===== config.mk =====
export PLATFORM = sky130hd
export DESIGN_NAME = fetch_prefetch_unit
export DESIGN_NICKNAME = d
export VERILOG_FILES = /design/src/rtl/fetch_prefetch_unit_pkg.sv /design/src/rtl/fetch_prefetch_unit_fetch_queue.sv /design/src/rtl/fetch_prefetch_unit.sv
export SDC_FILE = /design/constraint.sdc
export NUM_CORES = 1
export LEC_CHECK = 0
export CORE_MARGIN = 2
export CORE_UTILIZATION = 35
export DETAILED_ROUTE_END_ITERATION = 10
export PLACE_DENSITY = 0.54
export SLEW_MARGIN = 20
export SYNTH_ARGS = -nofsm -noshare
export SYNTH_HDL_FRONTEND = slang
export SYNTH_SLANG_ARGS = --single-unit
export TNS_END_PERCENT = 50

===== constraint.sdc =====
create_clock -name clk -period 3.96 [get_ports clk]
set_input_delay 0.792 -clock clk [delete_from_list [all_inputs] [get_ports clk]]
set_output_delay 0.792 -clock clk [all_outputs]
set_load 0.03 [all_outputs]

===== src/rtl/fetch_prefetch_unit_pkg.sv =====
`default_nettype none
// +----------------------------------------------------------------------------+
// | fetch_prefetch_unit_pkg                                                    |
// | Shared widths and pc_src encodings for the instruction-fetch front end.   |
// | Revision: 1.0                                                              |
// +----------------------------------------------------------------------------+
package fetch_prefetch_unit_pkg;

    localparam int WORD      = 64;
    localparam int INSTR_LEN = 32;

    typedef enum logic [1:0] {
        PC_SRC_SEQ    = 2'b00,
        PC_SRC_BRANCH = 2'b01,
        PC_SRC_ALU    = 2'b10,
        PC_SRC_RSVD   = 2'b11
    } pc_src_e;

    function automatic logic is_redirect(input logic [1:0] src);
        return (src == PC_SRC_BRANCH) || (src == PC_SRC_ALU);
    endfunction

endpackage
`default_nettype wire


===== src/rtl/fetch_prefetch_unit_fetch_queue.sv =====
`default_nettype none
// +----------------------------------------------------------------------------+
// | fetch_queue                                                                |
// | In-order circular buffer of {pc, instr, filled} with alloc/fill/pop/flush. |
// | Revision: 1.0                                                              |
// +----------------------------------------------------------------------------+
module fetch_queue #(
    parameter int WORD      = 64,
    parameter int INSTR_LEN = 32,
    parameter int DEPTH     = 4
) (
    input  logic                       clk,
    input  logic                       i_rst_n,
    input  logic                       i_flush,
    input  logic                       i_alloc,
    input  logic [WORD-1:0]            i_alloc_pc,
    input  logic                       i_fill,
    input  logic [INSTR_LEN-1:0]       i_fill_data,
    input  logic                       i_pop,
    output logic                       o_head_filled,
    output logic [WORD-1:0]            o_head_pc,
    output logic [INSTR_LEN-1:0]       o_head_instr,
    output logic [$clog2(DEPTH+1)-1:0] o_occupancy,
    output logic [$clog2(DEPTH+1)-1:0] o_unfilled
);
    import fetch_prefetch_unit_pkg::*;

    localparam int c_ptr_w = $clog2(DEPTH);
    localparam int c_cnt_w = $clog2(DEPTH+1);

    logic [c_ptr_w-1:0]   r_head;
    logic [c_ptr_w-1:0]   r_tail;
    logic [c_ptr_w-1:0]   r_fill;
    logic [c_cnt_w-1:0]   r_occ;
    logic [c_cnt_w-1:0]   r_unf;
    logic [WORD-1:0]      r_pc     [DEPTH];
    logic [INSTR_LEN-1:0] r_instr  [DEPTH];
    logic                 r_filled [DEPTH];

    // Pointers wrap naturally because DEPTH is a power of two.
    always_ff @(posedge clk or negedge i_rst_n) begin
        if (!i_rst_n) begin
            r_head <= '0;
            r_tail <= '0;
            r_fill <= '0;
            r_occ  <= '0;
            r_unf  <= '0;
        end else if (i_flush) begin
            r_head <= '0;
            r_tail <= '0;
            r_fill <= '0;
            r_occ  <= '0;
            r_unf  <= '0;
        end else begin
            if (i_alloc) r_tail <= r_tail + 1'b1;
            if (i_fill)  r_fill <= r_fill + 1'b1;
            if (i_pop)   r_head <= r_head + 1'b1;
            r_occ <= r_occ + c_cnt_w'(i_alloc) - c_cnt_w'(i_pop);
            r_unf <= r_unf + c_cnt_w'(i_alloc) - c_cnt_w'(i_fill);
        end
    end

    generate
        for (genvar gi = 0; gi < DEPTH; gi++) begin : g_entry
            logic w_alloc_hit;
            logic w_fill_hit;
            logic w_pop_hit;

            assign w_alloc_hit = i_alloc && (r_tail == c_ptr_w'(gi));
            assign w_fill_hit  = i_fill  && (r_fill == c_ptr_w'(gi));
            assign w_pop_hit   = i_pop   && (r_head == c_ptr_w'(gi));

            // A popped slot must drop its filled bit, or an empty queue would
            // present stale data once head wraps back onto it.
            always_ff @(posedge clk or negedge i_rst_n) begin
                if (!i_rst_n) begin
                    r_pc[gi]     <= '0;
                    r_instr[gi]  <= '0;
                    r_filled[gi] <= 1'b0;
                end else if (i_flush) begin
                    r_filled[gi] <= 1'b0;
                end else begin
                    if (w_alloc_hit) begin
                        r_pc[gi]     <= i_alloc_pc;
                        r_filled[gi] <= 1'b0;
                    end
                    if (w_pop_hit) r_filled[gi] <= 1'b0;
                    if (w_fill_hit) begin
                        r_instr[gi]  <= i_fill_data;
                        r_filled[gi] <= 1'b1;
                    end
                end
            end
        end
    endgenerate

    assign o_head_filled = r_filled[r_head];
    assign o_head_pc     = r_pc[r_head];
    assign o_head_instr  = r_instr[r_head];
    assign o_occupancy   = r_occ;
    assign o_unfilled    = r_unf;

endmodule
`default_nettype wire


===== src/rtl/fetch_prefetch_unit.sv =====
`default_nettype none
// +----------------------------------------------------------------------------+
// | fetch_prefetch_unit                                                        |
// | Fetch front end: PC sequencing, redirect, stale-response drop, issue gate. |
// | Revision: 1.0                                                              |
// +----------------------------------------------------------------------------+
module fetch_prefetch_unit #(
    parameter int              WORD      = fetch_prefetch_unit_pkg::WORD,
    parameter int              INSTR_LEN = fetch_prefetch_unit_pkg::INSTR_LEN,
    parameter int              DEPTH     = 4,
    parameter logic [WORD-1:0] RESET_PC  = '0
) (
    input  logic                       clk,
    input  logic                       reset_n,
    input  logic [1:0]                 pc_src,
    input  logic [WORD-1:0]            branch_target,
    input  logic [WORD-1:0]            alu_result,
    output logic                       imem_req_valid,
    input  logic                       imem_req_ready,
    output logic [WORD-1:0]            imem_req_addr,
    input  logic                       imem_rsp_valid,
    input  logic [INSTR_LEN-1:0]       imem_rsp_data,
    output logic                       out_valid,
    input  logic                       out_ready,
    output logic [INSTR_LEN-1:0]       instruction,
    output logic [WORD-1:0]            pc,
    output logic [$clog2(DEPTH+1)-1:0] occupancy
);
    import fetch_prefetch_unit_pkg::*;

    localparam int c_cnt_w = $clog2(DEPTH+1);

    logic                 r_active;
    logic [WORD-1:0]      r_fetch_pc;
    logic [c_cnt_w-1:0]   r_drop;

    logic                 w_redirect;
    logic [WORD-1:0]      w_target_raw;
    logic [WORD-1:0]      w_target;
    logic [c_cnt_w-1:0]   w_unfilled;
    logic [c_cnt_w-1:0]   w_occ;
    logic [c_cnt_w:0]     w_inflight;
    logic                 w_issue;
    logic                 w_rsp_drop;
    logic                 w_rsp_fill;
    logic                 w_rsp_err;
    logic                 w_head_filled;
    logic                 w_pop;

    assign w_redirect   = is_redirect(pc_src);
    assign w_target_raw = (pc_src == PC_SRC_ALU) ? alu_result : branch_target;
    assign w_target     = {w_target_raw[WORD-1:2], 2'b00};

    // Requests still owed by memory count against the queue, whether they
    // will land in an entry or be thrown away after a redirect.
    assign w_inflight     = {1'b0, w_unfilled} + {1'b0, r_drop};
    assign imem_req_valid = r_active && !w_redirect
                            && (w_occ < c_cnt_w'(DEPTH))
                            && (w_inflight < (c_cnt_w+1)'(DEPTH));
    assign imem_req_addr  = r_active ? r_fetch_pc : '0;
    assign w_issue        = imem_req_valid && imem_req_ready;

    assign w_rsp_drop = imem_rsp_valid && (r_drop != '0);
    assign w_rsp_fill = imem_rsp_valid && (r_drop == '0) && (w_unfilled != '0);
    assign w_rsp_err  = imem_rsp_valid && (r_drop == '0) && (w_unfilled == '0);

    assign out_valid = w_head_filled && !w_redirect;
    assign w_pop     = out_valid && out_ready;
    assign occupancy = w_occ;

    fetch_queue #(
        .WORD      (WORD),
        .INSTR_LEN (INSTR_LEN),
        .DEPTH     (DEPTH)
    ) u_fetch_queue (
        .clk           (clk),
        .i_rst_n       (reset_n),
        .i_flush       (w_redirect),
        .i_alloc       (w_issue),
        .i_alloc_pc    (r_fetch_pc),
        .i_fill        (w_rsp_fill),
        .i_fill_data   (imem_rsp_data),
        .i_pop         (w_pop),
        .o_head_filled (w_head_filled),
        .o_head_pc     (pc),
        .o_head_instr  (instruction),
        .o_occupancy   (w_occ),
        .o_unfilled    (w_unfilled)
    );

    always_ff @(posedge clk or negedge reset_n) begin
        if (!reset_n) begin
            r_active   <= 1'b0;
            r_fetch_pc <= RESET_PC;
            r_drop     <= '0;
        end else begin
            r_active <= 1'b1;
            if (w_redirect) begin
                r_fetch_pc <= w_target;
                r_drop     <= r_drop + w_unfilled - c_cnt_w'(w_rsp_drop || w_rsp_fill);
            end else begin
                if (w_issue)    r_fetch_pc <= r_fetch_pc + WORD'(4);
                if (w_rsp_drop) r_drop     <= r_drop - 1'b1;
            end
        end
    end

`ifndef SYNTHESIS
    always @(posedge clk) begin
        if (reset_n && w_rsp_err) $error("imem response with no outstanding request");
    end
`endif

endmodule
`default_nettype wire


==> results.yml, run 1 <==
setup_path:
  critPathLaunch: "u_fetch_queue.r_head[0]$_DFFE_PN0P_"
  cp_max_fo: 38
  start_kind: "register"
  cp-end-kind: "output pin"
  r2r_start: "u_fetch_queue.r_head[0]$_DFFE_PN0P_"
  crit_chain: "buf_12 -> mux4_2 -> clkdlybuf4s50_1"
  worstSetupPathType: "reg2out"
  slowest_stage: "dfrtp_4"
  slowest_delay_ps: 620
  arrival_ps: 2840
  worst_ep_required_time_ps: 3170
route:
  drtPass1Iterations: 5
  remaining_drc_errors: 0
  drt.antenna.violating_nets: 0
  vias: 14900
  via_per_inst: 5.180
  wl_um: 62100
  wl_per_cell_um: 21.58
  drt_iter0_drc: 746
timing:
  tightest_slew_ps: 671.0
  period_minus_slack_ps: 3634
  fin_tns_setup_ps: 0
  worst_slack_ps: 326.4
  drv_slew: 0
  relSlewSlack_pct: 55.27
  finalSetupViolCount: 0
  fin_crit_sh_pct: 91.76
  finalHoldViolations: 0
  fin_skew_ps: 11.71
  fmax_ghz: 0.2752
  grt_setup_unrepaired: "false"
clocking:
  cts_tree: "built"
  clk_path_buf_depth: 3
  postCtsResizedCells: 0
  clockRootBuffer: "clkbuf_16"
  clk_pin_slew_worst_paths_ps: 60
  postCtsHoldBufs: 0
  cts_num_sinks: 458
  clk_latency_ps: 580
  htree_levels: 2
  post_cts_buffers: 0
  cts_buffers: 52
grt:
  gr-usage-all-layers_pct: 18.57
  gr-total-overflow: 0
  grt_pass1_wl_um: 95480
  antenna_found_initial: 0
  grt_pass1_vias: 15520
  grt_max_degree: 118
floorplanning:
  coreArea_mm2: 0.06400
  fp.dieH_um: 257.7
  rows: 93
  start_util_pct: 35.21
  die_w_um: 257.7
  io_pins: 332
  die_area_mm2: 0.06642
power:
  power.density_mw_per_mm2: 558.9
  power_uw: 15930
  vdd_ir_drop_max_mv: 0.2984
  power.leakage_uw: 0.01233
placed_design:
  gp_congestion: 0.7670
  pre_cts_ws_ps: 322.1
  dp.cells: 2780
  io_buffers: 323
  hpwl_um: 41170
layout:
  finalNonFillerCells: 2877
  final_nets: 2174
  syn_to_final_growth_pct: 26.47
  layout-drive-gt1-share_pct: 29.95
synthesis:
  yosysTopAreaCell: "dfrtp_1"
  synth_top_area_share_pct: 50.87
  postSynth.asyncResetShare_pct: 100.0
  netlist_top_cells_count: "dfrtp_1 (458), mux2_2 (346), mux4_2 (95)"
  yosys-top-cells-area: "dfrtp_1 (51%), mux2_2 (17%), mux4_2 (9.5%)"
  netlist_area_mm2: 0.02253
  synth.most_common_cell: "dfrtp_1"
  ys.flop_type: "dfrtp_1"
  ys_types: 60
  avgSynthCellArea_um2: 13.20
  synth.yosys.seq_area_share_pct: 50.87
  ys_ff_latch: 458
  syn_inst: 1707
  synth_edf_count: 0
  ys_warn_count: 0
status:
  status: "finished clean"
job:
  maxCapViolCount: 0
worst_hold_path:
  hold_path_class: "in2async"
-- stage by stage --
step,instance area (um^2),hold slack [ps],util [%]
after floorplan,22540,444.6,-
after global placement,26670,456.0,41.68
after detailed placement,26670,468.1,41.68
after CTS,28490,188.2,44.52
after global routing,28490,215.5,44.52
final,28490,204.1,44.52
-- final timing paths --
path	end	slack (ps)	depth (start not counted)
setup / recovery	pc[3]	330	3
hold / removal	u_fetch_queue.r_instr[56]$_DFFE_PN0P_	200	1
setup reg to reg	u_fetch_queue.o_occupancy[2]$_DFF_PN0_	1150	9
hold reg to reg	u_fetch_queue.r_pc[189]$_DFFE_PN0P_	470	2
max in group asynchronous	u_fetch_queue.r_pc[36]$_DFFE_PN0P_	2840	2
min in group clk	u_fetch_queue.r_pc[189]$_DFFE_PN0P_	470	2
-- critical path, delay by kind of cell (launching register included) --
family	cells	cell delay, ps
mux	1	620
flops	1	620
buf+inv	2	980
-- cells in the final DEF (no fill, tap or decap), types with 24 or more instances in the layout --
cell             netlist  routed
inv_1                 28      28
nand2_1               78      74
clkdlybuf4s50_1        0     321
a31oi_1               30      30
nor2b_1               52      52
xnor2_1               26      26
buf_4                  8      25
mux2_2               346     346
nand4_1               26      26
mux4_2                95      95
a211oi_1              54      54
clkbuf_16              0      53
a21oi_1               28      28
and2_1                70      70
ha_1                  25      24
o21ai_0               49      49
dfrtp_1              458     455
-- final cells by class --
cell class | instances | area, um^2
Fill cell | 5806 | 35500
Inverter | 29 | 108.9
Sequential cell | 458 | 11470
Tap cell | 855 | 1070
Multi-Input combinational cell | 1075 | 10290
Timing Repair Buffer | 363 | 3736
Clock inverter | 17 | 246.5
Antenna cell | 2 | 5.005
Clock buffer | 78 | 1570
-- layer usage --
layer  GRT usage [%]  vias to the layer above  wire (um)
li1                -                     6787          -
met1           25.31                     7721      28070
met2           30.79                      329      29820
met3           3.455                       67       3102
met4           4.319                        0       1101
met5               0                        -          0
-- sequential cells by signal (all words and copies together), names as in the netlist --
name / count
u_fetch_queue.o_unfilled: 3
r_active: 1
r_drop: 3
u_fetch_queue.r_fill: 2
u_fetch_queue.r_pc: 248
u_fetch_queue.r_head: 2
r_fetch_pc: 62
u_fetch_queue.r_tail: 2
u_fetch_queue.r_filled: 4
u_fetch_queue.r_instr: 128
u_fetch_queue.o_occupancy: 3
-- power breakdown --
group          switching [uW]  internal, uW  leakage, uW  total [uW]
combinational            2480          2290      0.00537        4770
clock                    1940          3120     0.000890        5060
sequential                624          5480      0.00607        6100
-- cell families after synthesis --
logic type / share of synthesized area [%]
AOI/OAI and AO/OA: 5.375
xor gates and xnor gates: 1.283
adders and majority gates: 1.655
buffers and inverters: 3.732
DFF: 50.87
muxes: 27.41
other: 0.03333
and+or+nand+nor: 9.646
Power figures use the tool's default switching activity.
==> run 2, diff against run 1 <==
DONT_BUFFER_PORTS = 1   (was unset)
PLACE_DENSITY = 0.47   (was 0.54)
==> results.yml, run 2 (synthesized netlist as in run 1, its figures left out) <==
placed_design:
  dp.cells: 2443
  placed_area_mm2: 0.02327
  gp_congestion: 0.7473
  hpwl_um: 38770
  io_buffers: 0
setup_path:
  rr_worst_depth: 11
  worst_ep_required_time_ps: 4430
  r2r_start: "r_drop[2]$_DFFE_PN0P_"
  r2r-end: "u_fetch_queue.o_unfilled[2]$_DFF_PN0_"
  regToRegSetupSlack_ps: 770
  crit_chain: "ha_1 -> nor4b_4 -> and4_4 -> inv_2 -> ha_1 -> inv_1 -> ha_1 -> inv_1 -> fa_1 -> xnor2_1 -> nor2_1"
  critPathLaunch: "r_drop[2]$_DFFE_PN0P_"
  slowest_stage: "dfrtp_1"
  arrival_ps: 3660
  worstSetupPathType: "reg2reg"
  slowest_delay_ps: 400
  cp_max_fo: 29
  cpMostUsedCell: "ha_1"
  critical_path.endpoint: "u_fetch_queue.o_unfilled[2]$_DFF_PN0_"
  start_kind: "register"
  cp-end-kind: "register"
clocking:
  clk_pin_slew_worst_paths_ps: 60
  post_cts_buffers: 0
  htree_levels: 2
  clockRootBuffer: "clkbuf_16"
  clk_latency_ps: 590
  cts_tree: "built"
  clk_path_buf_depth: 3
  cts_buffers: 54
  postCtsResizedCells: 0
  cts_num_sinks: 458
timing:
  period_minus_slack_ps: 3191
  fin_tns_setup_ps: 0
  fin_skew_ps: 17.25
  hold_slack_ps: -95.04
  drv_slew: 50
  relSlewSlack_pct: -2.593
  fmax_ghz: 0.3133
  fin_crit_sh_pct: 80.59
  tightest_slew_ps: 1539
  finalSetupViolCount: 0
  grt_setup_unrepaired: "false"
  finalHoldViolations: 115
grt:
  grt_pass1_vias: 14480
  grt_max_degree: 459
  gr-total-overflow: 0
  grt_pass1_wl_um: 93950
  antenna_found_initial: 3
  gr-usage-all-layers_pct: 18.50
layout:
  design_area_mm2: 0.02492
  largest_reg_flops: 248
  reg_top3: "u_fetch_queue.r_pc (248), u_fetch_queue.r_instr (128), r_fetch_pc (62)"
  finalNonFillerCells: 2538
  layout-drive-gt1-share_pct: 34.38
  syn_to_final_growth_pct: 10.61
  fillers: 6065
  final_common_cell: "dfrtp_1"
  regMostFlops: "u_fetch_queue.r_pc"
  final_nets: 1839
  final_cell_mix: "dfrtp_1 (455), mux2_2 (346), mux4_2 (95)"
floorplanning:
  die_area_mm2: 0.06642
  fp.dieH_um: 257.7
  coreArea_mm2: 0.06400
  rows: 93
  io_pins: 332
  die_w_um: 257.7
  start_util_pct: 35.21
route:
  via_per_inst: 5.406
  drt.antenna.violating_nets: 0
  drtPass1Iterations: 6
  vias: 13720
  wl_um: 61530
  wl_per_cell_um: 24.24
  drt_iter0_drc: 751
  remaining_drc_errors: 0
job:
  maxCapViolCount: 0
power:
  power.density_mw_per_mm2: 572.6
  power.leakage_uw: 0.01093
  power_uw: 14270
  vdd_ir_drop_max_mv: 0.3017
status:
  violations: "negative hold slack, max-slew violations"
  status: "complete, but fails checks"
worst_hold_path:
  hold_path_class: "in2async"
==> run 2: layer usage <==
layer / up-vias / global-route usage [%] / routed length, um
met3: 75 / 4.741 / 3675
met1: 7202 / 25.38 / 28120
li1: 6121 / - / -
met4: 4 / 4.223 / 1108
met5: - / 0 / 23
met2: 318 / 29.51 / 28600
==> run 2: power by group <==
part	internal (uW)	total (uW)	switching, uW
combinational	1300	3480	2180
clock	2750	4680	1930
sequential	5480	6110	633
==> run 2: area by class of cell <==
cell class	instances	area, um^2	share of cell area [%]
Inverter	29	108.9	0.4368
Clock buffer	82	1558	6.251
Clock inverter	11	88.84	0.3565
Antenna cell	2	5.005	0.02008
Timing Repair Buffer	26	332.8	1.335
Tap cell	855	1070	4.293
Sequential cell	458	11470	46.02
Multi-Input combinational cell	1075	10290	41.28
==> run 2: worst min-delay path by stage <==
stage	start	endpoint	slack, ps	cells after the start
after global placement	u_fetch_queue.r_pc[210]$_DFFE_PN0P_	u_fetch_queue.r_pc[210]$_DFFE_PN0P_	460	2
final	reset_n	u_fetch_queue.r_instr[35]$_DFFE_PN0P_	-100	0
after floorplan	u_fetch_queue.r_pc[102]$_DFFE_PN0P_	u_fetch_queue.r_pc[102]$_DFFE_PN0P_	440	2
after CTS	reset_n	u_fetch_queue.r_instr[67]$_DFFE_PN0P_	-130	0
after detailed placement	u_fetch_queue.r_pc[79]$_DFFE_PN0P_	u_fetch_queue.r_pc[79]$_DFFE_PN0P_	470	2
after global routing	reset_n	u_fetch_queue.r_instr[67]$_DFFE_PN0P_	-130	0
==> run 2: stage by stage <==
step	utilization, %	hold slack, ps	setup slack, ps
final	38.94	-95.04	768.6
after global routing	38.94	-132.5	559.4
after CTS	38.93	-133.8	681.7
after detailed placement	36.36	467.8	442.0
after global placement	36.36	457.5	461.4
after floorplan	-	444.6	766.1
==> run 2: worst max-delay path, delay by kind of cell (launching register included) <==
| kind | cells | cell delay, ps |
|---|---|---|
| xor gates and xnor gates | 1 | 170 |
| adders and majority gates | 4 | 1250 |
| buffers and inverters | 3 | 420 |
| and+or+nand+nor | 3 | 810 |
| DFF | 1 | 400 |
==> run 3, diff against run 2 <==
PLACE_DENSITY = 0.49   (was 0.47)
clock period = 2.65 ns   (was 3.96 ns; I/O delays follow)
==> results.yml, run 3 (synthesized netlist as in run 1, its figures left out) <==
timing:
  worst_slack_ps: 18.36
  finalHoldViolations: 458
  period_minus_slack_ps: 2632
  fmax_ghz: 0.3800
  fin_tns_setup_ps: 0
  tightest_slew_ps: 1402
  fin_crit_sh_pct: 99.31
  relSlewSlack_pct: 6.540
  hold_slack_ps: -354.8
  fin_skew_ps: 20.95
  drv_slew: 0
  finalSetupViolCount: 0
  grt_setup_unrepaired: "true"
power:
  power.leakage_uw: 0.01154
  power.density_mw_per_mm2: 849.5
  power_uw: 22230
  vdd_ir_drop_max_mv: 0.5088
worst_hold_path:
  hold_path_class: "in2async"
route:
  via_per_inst: 5.405
  wl_per_cell_um: 24.87
  remaining_drc_errors: 0
  drtPass1Iterations: 5
  wl_um: 65150
  vias: 14160
  drt.antenna.violating_nets: 0
  drt_iter0_drc: 822
setup_path:
  r2r-end: "r_fetch_pc[63]$_DFFE_PN0P_"
  start_kind: "register"
  cp_max_fo: 6
  rr_worst_depth: 8
  arrival_ps: 2100
  worst_ep_required_time_ps: 2120
  r2r_start: "r_drop[2]$_DFFE_PN0P_"
  worstSetupPathType: "reg2out"
  regToRegSetupSlack_ps: 180
  cp-end-kind: "output pin"
floorplanning:
  die_area_mm2: 0.06642
  coreArea_mm2: 0.06400
  start_util_pct: 35.21
  die_w_um: 257.7
  io_pins: 332
  fp.dieH_um: 257.7
  rows: 93
layout:
  regMostFlops: "u_fetch_queue.r_pc"
  utilization_pct: 40.90
  final_nets: 1916
  largest_reg_flops: 248
  syn_to_final_growth_pct: 16.16
  layout-drive-gt1-share_pct: 38.61
  finalNonFillerCells: 2619
  final_common_cell: "dfrtp_1"
  final_cell_mix: "dfrtp_1 (455), mux2_2 (346), mux4_2 (95)"
  reg_top3: "u_fetch_queue.r_pc (248), u_fetch_queue.r_instr (128), r_fetch_pc (62)"
clocking:
  clockRootBuffer: "clkbuf_16"
  clk_path_buf_depth: 3
  cts_tree: "built"
  clk_latency_ps: 600
  clk_pin_slew_worst_paths_ps: 60
  cts_num_sinks: 458
  htree_levels: 2
  cts_buffers: 55
grt:
  grt_pass1_vias: 14830
  grt_max_degree: 459
  antenna_found_initial: 2
  grt_pass1_wl_um: 96760
  gr-total-overflow: 0
  gr-usage-all-layers_pct: 19.12
status:
  violations: "negative hold slack"
  status: "complete, but fails checks"
placed_design:
  gp_congestion: 0.7680
  dp.cells: 2496
  hpwl_um: 39620
  io_buffers: 0
  pre_cts_ws_ps: 11.52
job:
  maxCapViolCount: 0
-- run 3: per-stage QoR --
stage / cell area, um^2 / hold slack [ps]
2_1_floorplan: 22650 / 234.4
3_3_place_gp: 23860 / 266.3
3_5_place_dp: 23860 / 255.7
4_1_cts: 25950 / -394.4
5_1_grt: 26170 / -397.8
6_report: 26170 / -354.8
-- run 3: final cells by class --
| type | count | area, um^2 |
|---|---|---|
| Tap cell | 855 | 1070 |
| Clock inverter | 16 | 202.7 |
| Timing Repair Buffer | 102 | 1300 |
| Inverter | 29 | 118.9 |
| Sequential cell | 458 | 11470 |
| Fill cell | 6027 | 37830 |
| Antenna cell | 3 | 7.507 |
| Clock buffer | 81 | 1625 |
| Multi-Input combinational cell | 1075 | 10380 |
-- run 3: layer usage --
layer | up-vias | GRT usage [%] | routed length (um)
met5 | - | 0 | 0
met2 | 342 | 31.59 | 30920
met3 | 83 | 3.612 | 3179
li1 | 6279 | - | -
met1 | 7451 | 26.06 | 29670
met4 | 0 | 4.544 | 1372
-- run 3: worst max-delay path by stage --
stage	cells after the start	from	end
after floorplan	13	pc_src[0]	u_fetch_queue.o_occupancy[1]$_DFF_PN0_
after global placement	11	pc_src[0]	u_fetch_queue.o_occupancy[1]$_DFF_PN0_
after detailed placement	11	pc_src[0]	u_fetch_queue.o_occupancy[1]$_DFF_PN0_
after CTS	3	u_fetch_queue.r_head[0]$_DFFE_PN0P_	pc[15]
after global routing	2	u_fetch_queue.r_head[0]$_DFFE_PN0P_	instruction[26]
final	3	u_fetch_queue.r_head[0]$_DFFE_PN0P_	pc[11]
-- run 3: power breakdown --
group,internal [uW],switching (uW),leakage [uW]
registers,8190,766,0.00607
clock network,4610,2990,0.000906
logic,2150,3530,0.00457
total,15000,7280,0.0115
-- run 3: repair_timing --
action                                 4_1_cts  5_1_grt
pin swaps                                    1        0
endpoints found under the hold margin      458      458
cloned                                       5        8
resized for setup                           11        7
setup endpoints to repair                   99       96
buffers inserted                             9        1
-- run 3: worst max-delay path, cell delays in order (launching register included) --
cell and delay (ps):
dfrtp_4 470, buf_6 180, clkbuf_16 200, mux4_2 630
